File: config.mk
export PLATFORM = sky130hd
export DESIGN_NAME = nvram_access_arbiter
export DESIGN_NICKNAME = d
export VERILOG_FILES = /design/src/rtl/nvram_access_arbiter.sv
export SDC_FILE = /design/constraint.sdc
export NUM_CORES = 1
export LEC_CHECK = 0
export ABC_AREA = 1
export CAP_MARGIN = 5
export CORE_UTILIZATION = 46
export CTS_BUF_LIST = sky130_fd_sc_hd__clkbuf_8
export DETAILED_ROUTE_END_ITERATION = 16
export PLACE_DENSITY = 0.95
export SETUP_SLACK_MARGIN = 0.2
export SYNTH_ARGS = -nofsm -noshare
export SYNTH_HDL_FRONTEND = slang
export SYNTH_SLANG_ARGS = --single-unit
File: constraint.sdc
create_clock -name Clk -period 3.45 [get_ports Clk]
set_clock_uncertainty 0.2 [all_clocks]
set_input_delay 0.69 -clock Clk [delete_from_list [all_inputs] [get_ports Clk]]
set_output_delay 0.69 -clock Clk [all_outputs]
set_load 0.02 [all_outputs]
File: src/rtl/nvram_access_arbiter.sv
// Two-port arbiter for the NVRAM behind the SequenceGenerator, round-robin on contention.
// Latency: Req sampled at edge 0 -> StartCycle for CYCLE_CLKS clocks (+Hold) -> one-clock Ack.
// Backpressure: requesters hold Req until Ack; Hold stretches the active cycle.
module nvram_access_arbiter #(
    parameter int          ADDR_WIDTH   = 15,
    parameter int          CYCLE_CLKS   = 4,
    parameter int          RECOVER_CLKS = 1,
    parameter logic [2:0]  SEQ_DELAY    = 3'b011
) (
    input  logic                  Clk,
    input  logic                  Reset_N,
    input  logic                  ReqA,
    input  logic                  WriteA,
    input  logic [ADDR_WIDTH-1:0] AddrA,
    input  logic [7:0]            WDataA,
    input  logic                  HoldA,
    output logic                  AckA,
    output logic [7:0]            RDataA,
    input  logic                  ReqB,
    input  logic                  WriteB,
    input  logic [ADDR_WIDTH-1:0] AddrB,
    input  logic [7:0]            WDataB,
    input  logic                  HoldB,
    output logic                  AckB,
    output logic [7:0]            RDataB,
    output logic                  StartCycle,
    output logic                  ReadSeq,
    output logic                  WriteSeq,
    output logic                  Extend,
    output logic [2:0]            Delay,
    output logic [ADDR_WIDTH-1:0] MemAddr,
    output logic [7:0]            MemWData,
    output logic                  DataOE,
    input  logic [7:0]            MemRData,
    output logic [1:0]            Grant,
    output logic                  Busy
);

    localparam int CNT_MAX = (CYCLE_CLKS > RECOVER_CLKS) ? CYCLE_CLKS : RECOVER_CLKS;
    localparam int CW      = (CNT_MAX > 1) ? $clog2(CNT_MAX) : 1;
    localparam logic [CW-1:0] CYC_LOAD = CW'(CYCLE_CLKS - 1);
    localparam logic [CW-1:0] REC_LOAD = CW'((RECOVER_CLKS > 0) ? RECOVER_CLKS - 1 : 0);

    typedef enum logic [1:0] {
        ST_IDLE,
        ST_ACTIVE,
        ST_DONE,
        ST_RECOVER
    } state_e;

    state_e                  state_q, state_d;
    logic [CW-1:0]           cnt_q, cnt_d;
    logic                    dir_q, dir_d;
    logic [1:0]              gnt_q, gnt_d;
    logic                    last_b_q, last_b_d;
    logic [ADDR_WIDTH-1:0]   addr_q, addr_d;
    logic [7:0]              wdat_q, wdat_d;
    logic [7:0]              rdat_a_q, rdat_a_d;
    logic [7:0]              rdat_b_q, rdat_b_d;
    logic                    start_q, start_d;
    logic                    rd_q, rd_d;
    logic                    wr_q, wr_d;
    logic                    oe_q, oe_d;
    logic                    busy_q, busy_d;
    logic                    ack_a_q, ack_a_d;
    logic                    ack_b_q, ack_b_d;
    logic                    hold_sel;
    logic                    pick_b;

    assign hold_sel = gnt_q[1] ? HoldB : HoldA;
    // B wins when alone, or on contention when A had the last grant
    assign pick_b   = ReqB && (!ReqA || !last_b_q);

    always_comb begin
        state_d  = state_q;
        cnt_d    = cnt_q;
        dir_d    = dir_q;
        gnt_d    = gnt_q;
        last_b_d = last_b_q;
        addr_d   = addr_q;
        wdat_d   = wdat_q;
        rdat_a_d = rdat_a_q;
        rdat_b_d = rdat_b_q;

        case (state_q)
            ST_IDLE: begin
                if (ReqA || ReqB) begin
                    gnt_d    = pick_b ? 2'b10 : 2'b01;
                    last_b_d = pick_b;
                    addr_d   = pick_b ? AddrB  : AddrA;
                    wdat_d   = pick_b ? WDataB : WDataA;
                    dir_d    = pick_b ? WriteB : WriteA;
                    cnt_d    = CYC_LOAD;
                    state_d  = ST_ACTIVE;
                end
            end
            ST_ACTIVE: begin
                if (!hold_sel) begin
                    if (cnt_q == '0) begin
                        if (!dir_q) begin
                            if (gnt_q[1]) rdat_b_d = MemRData;
                            else          rdat_a_d = MemRData;
                        end
                        state_d = ST_DONE;
                    end else begin
                        cnt_d = cnt_q - 1'b1;
                    end
                end
            end
            ST_DONE: begin
                if (RECOVER_CLKS == 0) begin
                    gnt_d   = 2'b00;
                    state_d = ST_IDLE;
                end else begin
                    cnt_d   = REC_LOAD;
                    state_d = ST_RECOVER;
                end
            end
            ST_RECOVER: begin
                if (cnt_q == '0) begin
                    gnt_d   = 2'b00;
                    state_d = ST_IDLE;
                end else begin
                    cnt_d = cnt_q - 1'b1;
                end
            end
            default: state_d = ST_IDLE;
        endcase

        // Strobes are decoded from the next state so they leave the flops glitch-free
        start_d = (state_d == ST_ACTIVE);
        rd_d    = start_d && !dir_d;
        wr_d    = start_d && dir_d;
        oe_d    = start_d && dir_d;
        busy_d  = (state_d != ST_IDLE);
        ack_a_d = (state_d == ST_DONE) && gnt_d[0];
        ack_b_d = (state_d == ST_DONE) && gnt_d[1];
    end

    always_ff @(posedge Clk or negedge Reset_N) begin
        if (!Reset_N) begin
            state_q  <= ST_IDLE;
            cnt_q    <= '0;
            dir_q    <= 1'b0;
            gnt_q    <= 2'b00;
            last_b_q <= 1'b1;
            addr_q   <= '0;
            wdat_q   <= '0;
            rdat_a_q <= '0;
            rdat_b_q <= '0;
            start_q  <= 1'b0;
            rd_q     <= 1'b0;
            wr_q     <= 1'b0;
            oe_q     <= 1'b0;
            busy_q   <= 1'b0;
            ack_a_q  <= 1'b0;
            ack_b_q  <= 1'b0;
        end else begin
            state_q  <= state_d;
            cnt_q    <= cnt_d;
            dir_q    <= dir_d;
            gnt_q    <= gnt_d;
            last_b_q <= last_b_d;
            addr_q   <= addr_d;
            wdat_q   <= wdat_d;
            rdat_a_q <= rdat_a_d;
            rdat_b_q <= rdat_b_d;
            start_q  <= start_d;
            rd_q     <= rd_d;
            wr_q     <= wr_d;
            oe_q     <= oe_d;
            busy_q   <= busy_d;
            ack_a_q  <= ack_a_d;
            ack_b_q  <= ack_b_d;
        end
    end

    assign Extend     = (state_q == ST_ACTIVE) && hold_sel;
    assign Delay      = SEQ_DELAY;
    assign StartCycle = start_q;
    assign ReadSeq    = rd_q;
    assign WriteSeq   = wr_q;
    assign DataOE     = oe_q;
    assign Busy       = busy_q;
    assign Grant      = gnt_q;
    assign AckA       = ack_a_q;
    assign AckB       = ack_b_q;
    assign RDataA     = rdat_a_q;
    assign RDataB     = rdat_b_q;
    assign MemAddr    = addr_q;
    assign MemWData   = wdat_q;

endmodule
# Word level (Yosys, flattened, before mapping)
# Cells that the tools add are included.
[classes]
n_addsub = 1
eq_ne = 7
muxes = 19
n_bitwise = 3
reduce_logical = 18
[ops]
columns = ["operator", "n"]
rows = [
  ["2-bit 2-to-1 mux", 10],
  ["2-bit one-hot mux with 4 select lines", 2],
  ["15-bit 2-to-1 mux", 1],
  ["5-bit AND reduction", 2],
  ["8-bit 2-to-1 mux", 1],
  ["2-bit == test, second input constant", 3],
  ["1-bit logical AND", 6],
  ["2-bit by 1-bit == test with 1-bit output, second input constant", 2],
  ["2-bit zero test", 2],
  ["1-bit 2-to-1 mux", 4],
  ["2-bit != test, second input constant", 2],
  ["2-bit one-hot mux with 2 select lines", 1],
  ["2-bit AND reduction", 2],
  ["1-bit zero test", 3],
  ["1-bit inverter", 3],
  ["1-bit logical OR", 2],
  ["2-bit nonzero test", 1],
  ["2-bit by 1-bit subtractor with 2-bit output, second input constant", 1],
]
[word_totals]
ff_bits = 53
input_bits = 62
out_inout_bits = 52
elab_cells = 63

# Logic depth before layout (Yosys ltp)
# Gate-level depths: netlist (run 1).
[depth]
ltp_word = 8
ltp_mapped = 10
depth_no_buf = 10

# Least setup slack after synthesis (run 1)
# Ideal clock, no wire load.
[synth_timing]
path_kind = "input-to-output"
start = "input port HoldB"
end = "output port Extend"
t_arrival_ps = 1079
t_required_ps = 2560
slack_ps = 1481
path_stages = 4
path_buffers = 0
cell_sequence = "nand2_1 -> nand2_2 -> nand2_1 -> inv_1"
[synth_between]
elab_chain_len = 2
[synth_lines]
columns = ["element", "line_no", "rtl"]
rows = [
  ["start: declaration", "23", "input logic HoldB,"],
  ["1-bit 2-to-1 mux", "70", "assign hold_sel = gnt_q[1] ? HoldB : HoldA;"],
  ["1-bit logical AND", "178", "assign Extend = (state_q == ST_ACTIVE) && hold_sel;"],
  ["end: declaration", "29", "output logic Extend,"],
]
# No other way between the ends.

# Worst setup path in the final report (run 1)
# Ends and elaborated chain as after synthesis.

==> qor.txt, run 1 <==
Status -> complete, no violations
Die width -> 75.3 µm
Final min period -> 2.96 ns
Worst skew pair latency -> 0.30 ns
Synth Instances -> 281
DIE AREA -> 5670 µm²
Via density -> 4.92
Largest net degree at the start of global routing -> 54
CP max stage delay -> 0.59 ns
Seq/Total Area, Yosys -> 53.7%
Post-CTS sizing -> 0
Clock slew at reported path FFs -> 0.09 ns
Worst EP required -> 2.56 ns
Via count -> 2255
Crit share post-route -> 85.9%
Async S/R FF share, synth -> 100%
IO Port Bufs -> 110
CTS HTree Levels -> 2
CP Class -> primary input to primary output
Max-cap check violation count -> 0
VDD IR max -> 0.000464 V
Routed met1 length -> 2270 µm
Min-delay worst type -> primary input to async pin
Synth area leaders -> dfrtp_1 53%, nand2_1 12%, a31oi_1 6.1%, o21ai_2 5.7%, nor2_1 5.2%
Max-slew headroom -> 52.5%
Final Core Density -> 72.5%
Detailed Route WL -> 5810 µm
R2R Setup Slk -> 1.25 ns
Top Metal Used -> met4
Core Area -> 5140 µm²
Cell taking the most area after synthesis -> dfrtp_1
R2R cell count -> 9
Crit path DAT -> 2.07 ns
Initial antenna violation count -> 0
CP Launch Type -> primary input
CP max-delay cell -> clkdlybuf4s50_1
Critical Path Sink Type -> primary output
Initial Utilization -> 48.1%
# rows -> 26
Yosys warns -> 0
RSZ-0062 raised after global routing -> no
Critical Path, Cell by Cell -> clkdlybuf4s50_1, nand2_1, nand2_2, nand2_1, inv_1, clkdlybuf4s50_1
Clk sinks -> 53
Gr usage total -> 21.0%
Fin. max-slew vios -> 0
Post-synth EDFFs -> 0
NumNets Final -> 454
Worst Tran Pin Value -> 0.712 ns
CTS hold repair buffers -> 0
Met3 routed WL -> 534 µm
Clk buf depth -> 2
DRC errors left -> 0
First-pass GRT wire length -> 8990 µm
Total negative slack -> 0 ns
WP depth -> 6
R2R Path End -> ReadSeq
Ys flop type -> dfrtp_1
Met2 Routed Length -> 2940 µm
CTS tree -> done
Final Wtd Congestion -> 0.790
DRT iter0 DRCs -> 139
Post-DP HPWL -> 4450 µm
Area Growth Syn to Fin -> 50.7%
Vias in the first global route -> 2123
Distinct cells, synth -> 21
Post-Syn Area per Cell -> 8.80 µm²
Setup crit start -> HoldB
# setup viols final -> 0
Detail Route Antenna Nets -> 0
Wire length per cell -> 12.7 µm
Post-CTS setup buffers -> 0
Top Family by Delay on Critical Path -> buffers and inverters
Filler Cell Count -> 402
Synth cell count leaders -> 79 x nand2_1, 52 x dfrtp_1, 34 x nor2_1
1st-pass router iterations -> 4
Fin. Hold Viols -> 0
Die Span Y -> 75.3 µm
Mapped Area -> 2470 µm²
Clock root cell -> clkbuf_8
Count of buffer and inverter cells on the critical path -> 3
ANT cells -> 0
Critical Path Sink -> Extend
Layout cells sized above 1 -> 9.54%
Most numerous cell in the Yosys netlist -> nand2_1
Num CTS Buffers -> 5
Synth top area share -> 52.6%
Lkg Pwr -> 1.70 nW
RR Startpoint -> state_q[0]
Top Ports -> 114
Grt total ovfl -> 0
Power per cell area -> 883 nW/µm²
Crit Path Max Fanout -> 3
Flops & latches, synth -> 53
Fmax -> 337 MHz
[flip-flops by register name, summed over array words and instances, names as in the netlist]
name        count
AckA            1
AckB            1
Busy            1
DataOE          1
Grant           2
MemAddr        15
MemWData        8
RDataA          8
RDataB          8
ReadSeq         1
StartCycle      1
cnt_q           2
dir_q           1
last_b_q        1
state_q         2
[worst register-to-register path, cell delays in order, from the launching register on]
cell and delay [ns]:
dfrtp_1 0.46, inv_1 0.14, ha_1 0.23, inv_1 0.15, nor2_4 0.14, buf_4 0.39
nand3_1 0.12, o21ai_0 0.12, inv_1 0.08, nor2_1 0.11
[layout by cell type (no fill, tap or decap), drive strengths merged]
| cell | instances |
|---|---|
| clkdlybuf4s50 | 109 |
| nand2 | 82 |
| dfrtp | 52 |
| nor2 | 37 |
| inv | 27 |
| o21ai | 25 |
| a31oi | 24 |
| nand3 | 6 |
| ha | 5 |
| clkbuf | 5 |
| buf | 4 |
| a21oi | 3 |
| conb | 3 |
| nand4 | 3 |
| bufinv | 2 |
| dfstp | 1 |
[per-layer routing]
metal	vias to the layer above	GRT usage, %
li1	1107	-
met1	1047	23.7
met2	94	37.7
met3	7	7.67
met4	0	5.35
met5	-	0
[logic make-up after synthesis]
group	Yosys count	synth area share (%)
simple gates	128	21.4
buf+inv	41	7.95
compound gates	52	14.2
fa+ha+maj	5	2.53
flops	53	53.7
other cells	2	0.304
[final cells by class]
class                           instances  area [µm²]  area share (%)
Tap cell                               70        87.6            2.35
Sequential cell                        53        1330            35.6
Timing Repair Buffer                  113        1120            30.0
Clock inverter                          3        68.8            1.85
Inverter                               26        97.6            2.62
Clock buffer                            5        68.8            1.85
Multi-Input combinational cell        188         957            25.7
[worst min path at each step]
stage | start | end | slack (ns)
global placement | RDataA[2] | RDataA[2] | 0.26
detailed placement | RDataB[3] | RDataB[3] | 0.27
CTS | RDataB[3] | RDataB[3] | 0.29
floorplan | Reset_N | AckA | 0.19
finish | Reset_N | cnt_q[1] | 0.29
global route | RDataB[3] | RDataB[3] | 0.31
[where the power goes]
group / total, W / leakage [nW] / switching [W] / internal [W]
logic: 0.00172 / 0.987 / 0.000943 / 0.000775
registers: 0.00108 / 0.639 / 0.000163 / 0.000913
clock network: 0.000497 / 0.0687 / 0.000205 / 0.000292
[per-stage QoR]
stage / hold slack, ns / total power, W / area [µm²] / worst slack (ns) / instances
6_report: 0.287 / 0.00329 / 3730 / 0.485 / 458
3_5_place_dp: 0.268 / 0.00282 / 3590 / 0.489 / 450
2_1_floorplan: 0.194 / 0.00207 / 2480 / 1.48 / 282
5_1_grt: 0.309 / 0.00352 / 3730 / 0.382 / 458
3_3_place_gp: 0.265 / 0.00275 / 3590 / 0.516 / 450
4_1_cts: 0.292 / 0.00332 / 3730 / 0.488 / 458
Note: power is estimated with default switching activity, not from simulation.
==> run 2, diff against run 1 <==
--- a/config.mk
+++ b/config.mk
@@ -11,6 +11,7 @@
 export CTS_BUF_LIST = sky130_fd_sc_hd__clkbuf_8
 export DETAILED_ROUTE_END_ITERATION = 16
 export PLACE_DENSITY = 0.95
+export RECOVER_POWER = 100
 export SETUP_SLACK_MARGIN = 0.2
 export SYNTH_ARGS = -nofsm -noshare
 export SYNTH_HDL_FRONTEND = slang
==> run 2 against run 1 <==
Against the previous run: clock power about the same; worst hold slack got worse by 0.0011 ns; power decreased by 4.8%; utilization decreased by 1.4 points; sequential power about the same; register-to-register slack got worse by 0.13 ns; largest power group unchanged; routed wire length decreased by 0.21%; clock-buffer cell count unchanged; first-iteration DRC count increased by 5.0%; cell area decreased by 1.9%; sequential share of layout area increased by 0.71 points.
==> qor.txt, run 2 (synthesis results as in run 1) <==
Status -> complete, no violations
Critical Path Sink Type -> primary output
Largest net degree at the start of global routing -> 54 (unchanged)
RR Startpoint -> last_b_q
Count of buffer and inverter cells on the critical path -> 3 (unchanged)
Fmax -> 326 MHz (-3.3%)
Commonest non-fill, non-tap cell in the layout -> nand2_1
Worst skew pair latency -> 0.30 ns (about the same)
Setup crit start -> HoldB
IO Port Bufs -> 110 (unchanged)
Storage element area -> 1330 µm² (unchanged)
Final min period -> 3.07 ns (+0.101 ns)
Die Span Y -> 75.3 µm (unchanged)
CTS HTree Levels -> 2 (unchanged)
Clock slew at reported path FFs -> 0.09 ns (about the same)
Crit path DAT -> 2.18 ns (+0.11 ns)
CP max stage delay -> 0.66 ns (+0.07 ns)
Num CTS Buffers -> 5 (unchanged)
Min-delay worst type -> flop to flop
Fin cells -> 458 (unchanged)
WP depth -> 6 (unchanged)
1st-pass router iterations -> 5 (+1)
Total negative slack -> 0 ns (unchanged)
Top Family by Delay on Critical Path -> buffers and inverters
Top Ports -> 114 (unchanged)
Clock root cell -> clkbuf_8
VDD IR max -> 0.000449 V (-3.3%)
Detail Route Antenna Nets -> 0 (unchanged)
Setup slack after layout -> 0.384 ns (-0.101 ns)
Worst Tran Pin Value -> 1.25 ns (+0.541 ns)
Post-DP HPWL -> 4450 µm (unchanged)
Fin. max-slew vios -> 0 (unchanged)
Max-cap check violation count -> 0 (unchanged)
Crit Path Max Fanout -> 3 (unchanged)
CP most frequent cell -> nand2_1
Grt total ovfl -> 0 (unchanged)
Clk sinks -> 53 (unchanged)
# setup viols final -> 0 (unchanged)
Detailed Route WL -> 5790 µm (-0.21%)
First-pass GRT wire length -> 8990 µm (unchanged)
CP max-delay cell -> dlygate4sd3_1
Cells after DPL -> 450 (unchanged)
ANT cells -> 0 (unchanged)
CTS tree -> done
Multi-input logic area -> 891 µm² (-6.9%)
CP Launch Type -> primary input
CP Class -> primary input to primary output
Most frequent cells in the layout -> 80 x nand2_1, 58 x clkdlybuf4s50_1, 52 x dfrtp_1
Critical Path Sink -> Extend
R2R Path End -> AckB
Crit share post-route -> 88.9% (+2.9 points)
# rows -> 26 (unchanged)
Core Area -> 5140 µm² (unchanged)
DRT iter0 DRCs -> 146 (+5.0%)
Max-slew headroom -> 16.4% (-36 points)
Vias in the first global route -> 2123 (unchanged)
DRC errors left -> 0 (unchanged)
R2R cell count -> 8 (-1)
Worst EP required -> 2.56 ns (about the same)
Final Wtd Congestion -> 0.790 (unchanged)
Layout cells sized above 1 -> 5.15% (-4.4 points)
Gr usage total -> 21.0% (unchanged)
Post-CTS sizing -> 0 (unchanged)
R2R Setup Slk -> 1.12 ns (-0.13 ns)
CTS hold repair buffers -> 0 (unchanged)
Clk buf depth -> 2 (unchanged)
Wire length per cell -> 12.7 µm (-0.21%)
Power per cell area -> 857 nW/µm² (-3.0%)
Initial antenna violation count -> 0 (unchanged)
Max FFs per register -> 15 (unchanged)
Filler Cell Count -> 426 (+6.0%)
NumNets Final -> 454 (unchanged)
Die width -> 75.3 µm (unchanged)
Via count -> 2263 (+0.35%)
Fin. Hold Viols -> 0 (unchanged)
Area Growth Syn to Fin -> 47.8%
Via density -> 4.94 (+0.35%)
DP Worst Slack -> 0.489 ns (unchanged)
Initial Utilization -> 48.1% (unchanged)
Post-CTS setup buffers -> 0 (unchanged)
Critical Path, Cell by Cell -> dlygate4sd3_1, nand2_1, nand2_1, nand2_1, inv_1, dlygate4sd3_1
DIE AREA -> 5670 µm² (unchanged)
Lkg Pwr -> 1.71 nW (+1.1%)
RSZ-0062 raised after global routing -> no
## run 2: cell count changes in the layout (fill, tap and decap cells not counted)
cell	change
buf_4	-2
clkbuf_1	+1
clkbuf_2	+1
clkdlybuf4s50_1	-51
dlygate4sd3_1	+51
nand2_1	+1
nand2_2	-1
nand4_1	+2
nand4_2	-2
nor2_1	+2
nor2_2	-1
nor2_4	-1
o21ai_0	+11
o21ai_2	-11
## run 2: stage by stage
step / hold WS [ns] / area [µm²] / utilization [%] / total power [W]
after floorplan: 0.194 / 2480 / - / 0.00207
after global placement: 0.265 / 3590 / 69.8 / 0.00275
after detailed placement: 0.268 / 3590 / 69.8 / 0.00282
after CTS: 0.292 / 3730 / 72.5 / 0.00332
after global routing: 0.303 / 3650 / 71.1 / 0.00336
final: 0.286 / 3650 / 71.1 / 0.00313
## run 2: tightest hold or removal path, cell delays in order, from the launching register on
cell	delay [ns]
dfrtp_1	0.35
nand2_1	0.06
o21ai_2	0.05
## run 2: worst min path at each step
stage / startpoint / to / slack (ns) / depth (start not counted)
global route: RDataB[3] / RDataB[3] / 0.30 / 2
global placement: RDataA[2] / RDataA[2] / 0.26 / 2
finish: RDataA[4] / RDataA[4] / 0.29 / 2
floorplan: Reset_N / AckA / 0.19 / 0
CTS: RDataB[3] / RDataB[3] / 0.29 / 2
detailed placement: RDataB[3] / RDataB[3] / 0.27 / 2
## run 2: per-layer routing
metal,global-route usage (%),routed length [µm],up-vias
li1,-,-,1113
met1,23.7,2250,1047
met2,37.7,2980,98
met3,7.67,525,5
met4,5.35,38,0
met5,0,0,-
## run 2: cell type report
cell class	count	area share, %
clock buffer	5	1.88
clock inverter	3	1.88
inverter	26	2.67
multi-input combinational	188	24.4
sequential	53	36.3
tap	70	2.40
timing repair buffer	113	30.4
## run 2: report_power, final
part	internal (W)	leakage, nW	switching [W]	total, W
clock network	0.000292	0.0687	0.000205	0.000497
logic	0.000657	1.01	0.000917	0.00157
registers	0.000912	0.639	0.000148	0.00106
==> run 3, diff against run 2 <==
--- a/config.mk
+++ b/config.mk
@@ -7,6 +7,7 @@
 export LEC_CHECK = 0
 export ABC_AREA = 1
 export CAP_MARGIN = 5
+export CORE_ASPECT_RATIO = 1.2
 export CORE_UTILIZATION = 46
 export CTS_BUF_LIST = sky130_fd_sc_hd__clkbuf_8
 export DETAILED_ROUTE_END_ITERATION = 16
==> run 3 against run 2 <==
Against the previous run: register-to-register slack lost 0.55 ns; worst setup slack gained 0.0039 ns; routed wire length grew 1.5%; critical path depth is the same.
==> qor.txt, run 3 (synthesis results as in run 1) <==
First-pass GRT wire length -> 9130 µm (+1.5%)
Fin. max-slew vios -> 0 (unchanged)
Wire length per cell -> 13.1 µm (+3.7%)
Clock slew at reported path FFs -> 0.09 ns (about the same)
Post-CTS sizing -> 0 (unchanged)
Area after DPL -> 3580 µm² (-0.35%)
CP Class -> primary input to primary output
Layout cells sized above 1 -> 4.12% (-1.0 points)
Post-CTS setup buffers -> 0 (unchanged)
Final Core Density -> 71.6% (+0.47 points)
Lkg Pwr -> 1.70 nW (-0.57%)
Gr usage total -> 21.8% (+0.81 points)
Fmax -> 327 MHz (+0.13%)
Crit share post-route -> 88.8% (-0.11 points)
CP max-delay cell -> dlygate4sd3_1
Crit path DAT -> 2.17 ns (about the same)
Worst EP required -> 2.56 ns (about the same)
Initial Utilization -> 49.0% (+0.91 points)
Core Area -> 5040 µm² (-1.9%)
Final Wtd Congestion -> 0.849 (+7.5%)
Final Power -> 0.00307 W (-2.1%)
Max FFs per register -> 15 (unchanged)
CTS tree -> done
CP max stage delay -> 0.66 ns (about the same)
DIE AREA -> 5670 µm² (about the same)
Status -> complete, no violations
Critical Path, Cell by Cell -> clkdlybuf4s50_1, nand2_1, nand2_1, nand2_1, inv_1, dlygate4sd3_1
Max-cap check violation count -> 0 (unchanged)
Clock root cell -> clkbuf_8
# rows -> 28 (+7.7%)
Largest net degree at the start of global routing -> 29 (-46%)
Detailed Route WL -> 5880 µm (+1.5%)
NumNets Final -> 454 (unchanged)
CTS HTree Levels -> 2 (unchanged)
IO Port Bufs -> 110 (unchanged)
# setup viols final -> 0 (unchanged)
Design Area, Final -> 3610 µm² (-1.2%)
Vias in the first global route -> 2066 (-2.7%)
Grt total ovfl -> 0 (unchanged)
Total negative slack -> 0 ns (unchanged)
Clk sinks -> 53 (unchanged)
Detail Route Antenna Nets -> 0 (unchanged)
Num CTS Buffers -> 5 (unchanged)
ANT cells -> 0 (unchanged)
Power per cell area -> 849 nW/µm² (-0.89%)
Most frequent cells in the layout -> 81 x nand2_1, 59 x clkdlybuf4s50_1, 52 x dfrtp_1
CP Launch Type -> primary input
DRC errors left -> 0 (unchanged)
Crit Path Max Fanout -> 3 (unchanged)
Final min period -> 3.06 ns (-0.00385 ns)
1st-pass router iterations -> 4 (-1)
Max-slew headroom -> 3.77% (-13 points)
Top Ports -> 114 (unchanged)
Worst skew pair latency -> 0.29 ns (about the same)
Fin. Hold Viols -> 0 (unchanged)
RSZ-0062 raised after global routing -> no
Initial antenna violation count -> 0 (unchanged)
Hold slack -> 0.293 ns (+0.00724 ns)
Die Span Y -> 82.3 µm (+9.3%)
CTS hold repair buffers -> 0 (unchanged)
DRT iter0 DRCs -> 80 (-45%)
Via density -> 4.91 (-0.57%)
Post-DP HPWL -> 4690 µm (+5.6%)
Via count -> 2201 (-2.7%)
Die width -> 68.9 µm (-8.5%)
Worst Tran Pin Value -> 1.44 ns (+0.190 ns)
Critical Path Sink Type -> primary output
Clk buf depth -> 2 (unchanged)
VDD IR max -> 0.000436 V (-2.9%)
Min-delay worst type -> flop to flop
Commonest non-fill, non-tap cell in the layout -> nand2_1
Area Growth Syn to Fin -> 46.0%
CP most frequent cell -> nand2_1
run 3: cell types whose count changed in the layout (fill, tap and decap cells not counted), sizes merged:
cell,before,now
dlygate4sd3,51,50
bufinv,2,1
clkbuf,7,9
clkdlybuf4s50,58,59
buf,2,1
run 3: worst paths after layout:
check / startpoint / endpoint / slack [ns] / depth (start not counted)
max: HoldB / Extend / 0.39 / 6
min: RDataA[5] / RDataA[5] / 0.29 / 2
max reg2reg: state_q[0] / MemAddr[1] / 0.57 / 7
min reg2reg: RDataA[5] / RDataA[5] / 0.29 / 2
max in group asynchronous: Reset_N / MemAddr[12] / 1.20 / 2
min in group asynchronous: Reset_N / Busy / 0.52 / 1
run 3: worst max-delay path, delay by kind of cell:
kind,cells,cell delay [ns]
buf+inv,3,1.16
simple gates,3,0.32
run 3: per-stage QoR:
step	setup WS, ns	std cells
after global placement	0.520	440
after floorplan	1.48	282
final	0.388	448
after CTS	0.484	448
after global routing	0.251	448
after detailed placement	0.491	440
run 3: layer usage:
layer	global-route usage, %	wire, µm	vias up
met2	38.9	3070	86
met1	25.3	2360	1004
li1	-	-	1109
met3	6.87	421	2
met4	4.08	24	0
met5	0	0	-
run 3: final cells by class:
class | count | area [µm²]
clock buffer | 6 | 82.6
multi-input combinational | 188 | 881
timing repair buffer | 113 | 1110
fill | 413 | 1440
inverter | 26 | 97.6
sequential | 53 | 1330
tap | 60 | 75.1
clock inverter | 2 | 33.8
run 3: power by group:
| group | total (W) | switching, W | internal [W] |
|---|---|---|---|
| logic | 0.00157 | 0.000917 | 0.000653 |
| clock network | 0.000425 | 0.000191 | 0.000234 |
| registers | 0.00107 | 0.000157 | 0.000913 |
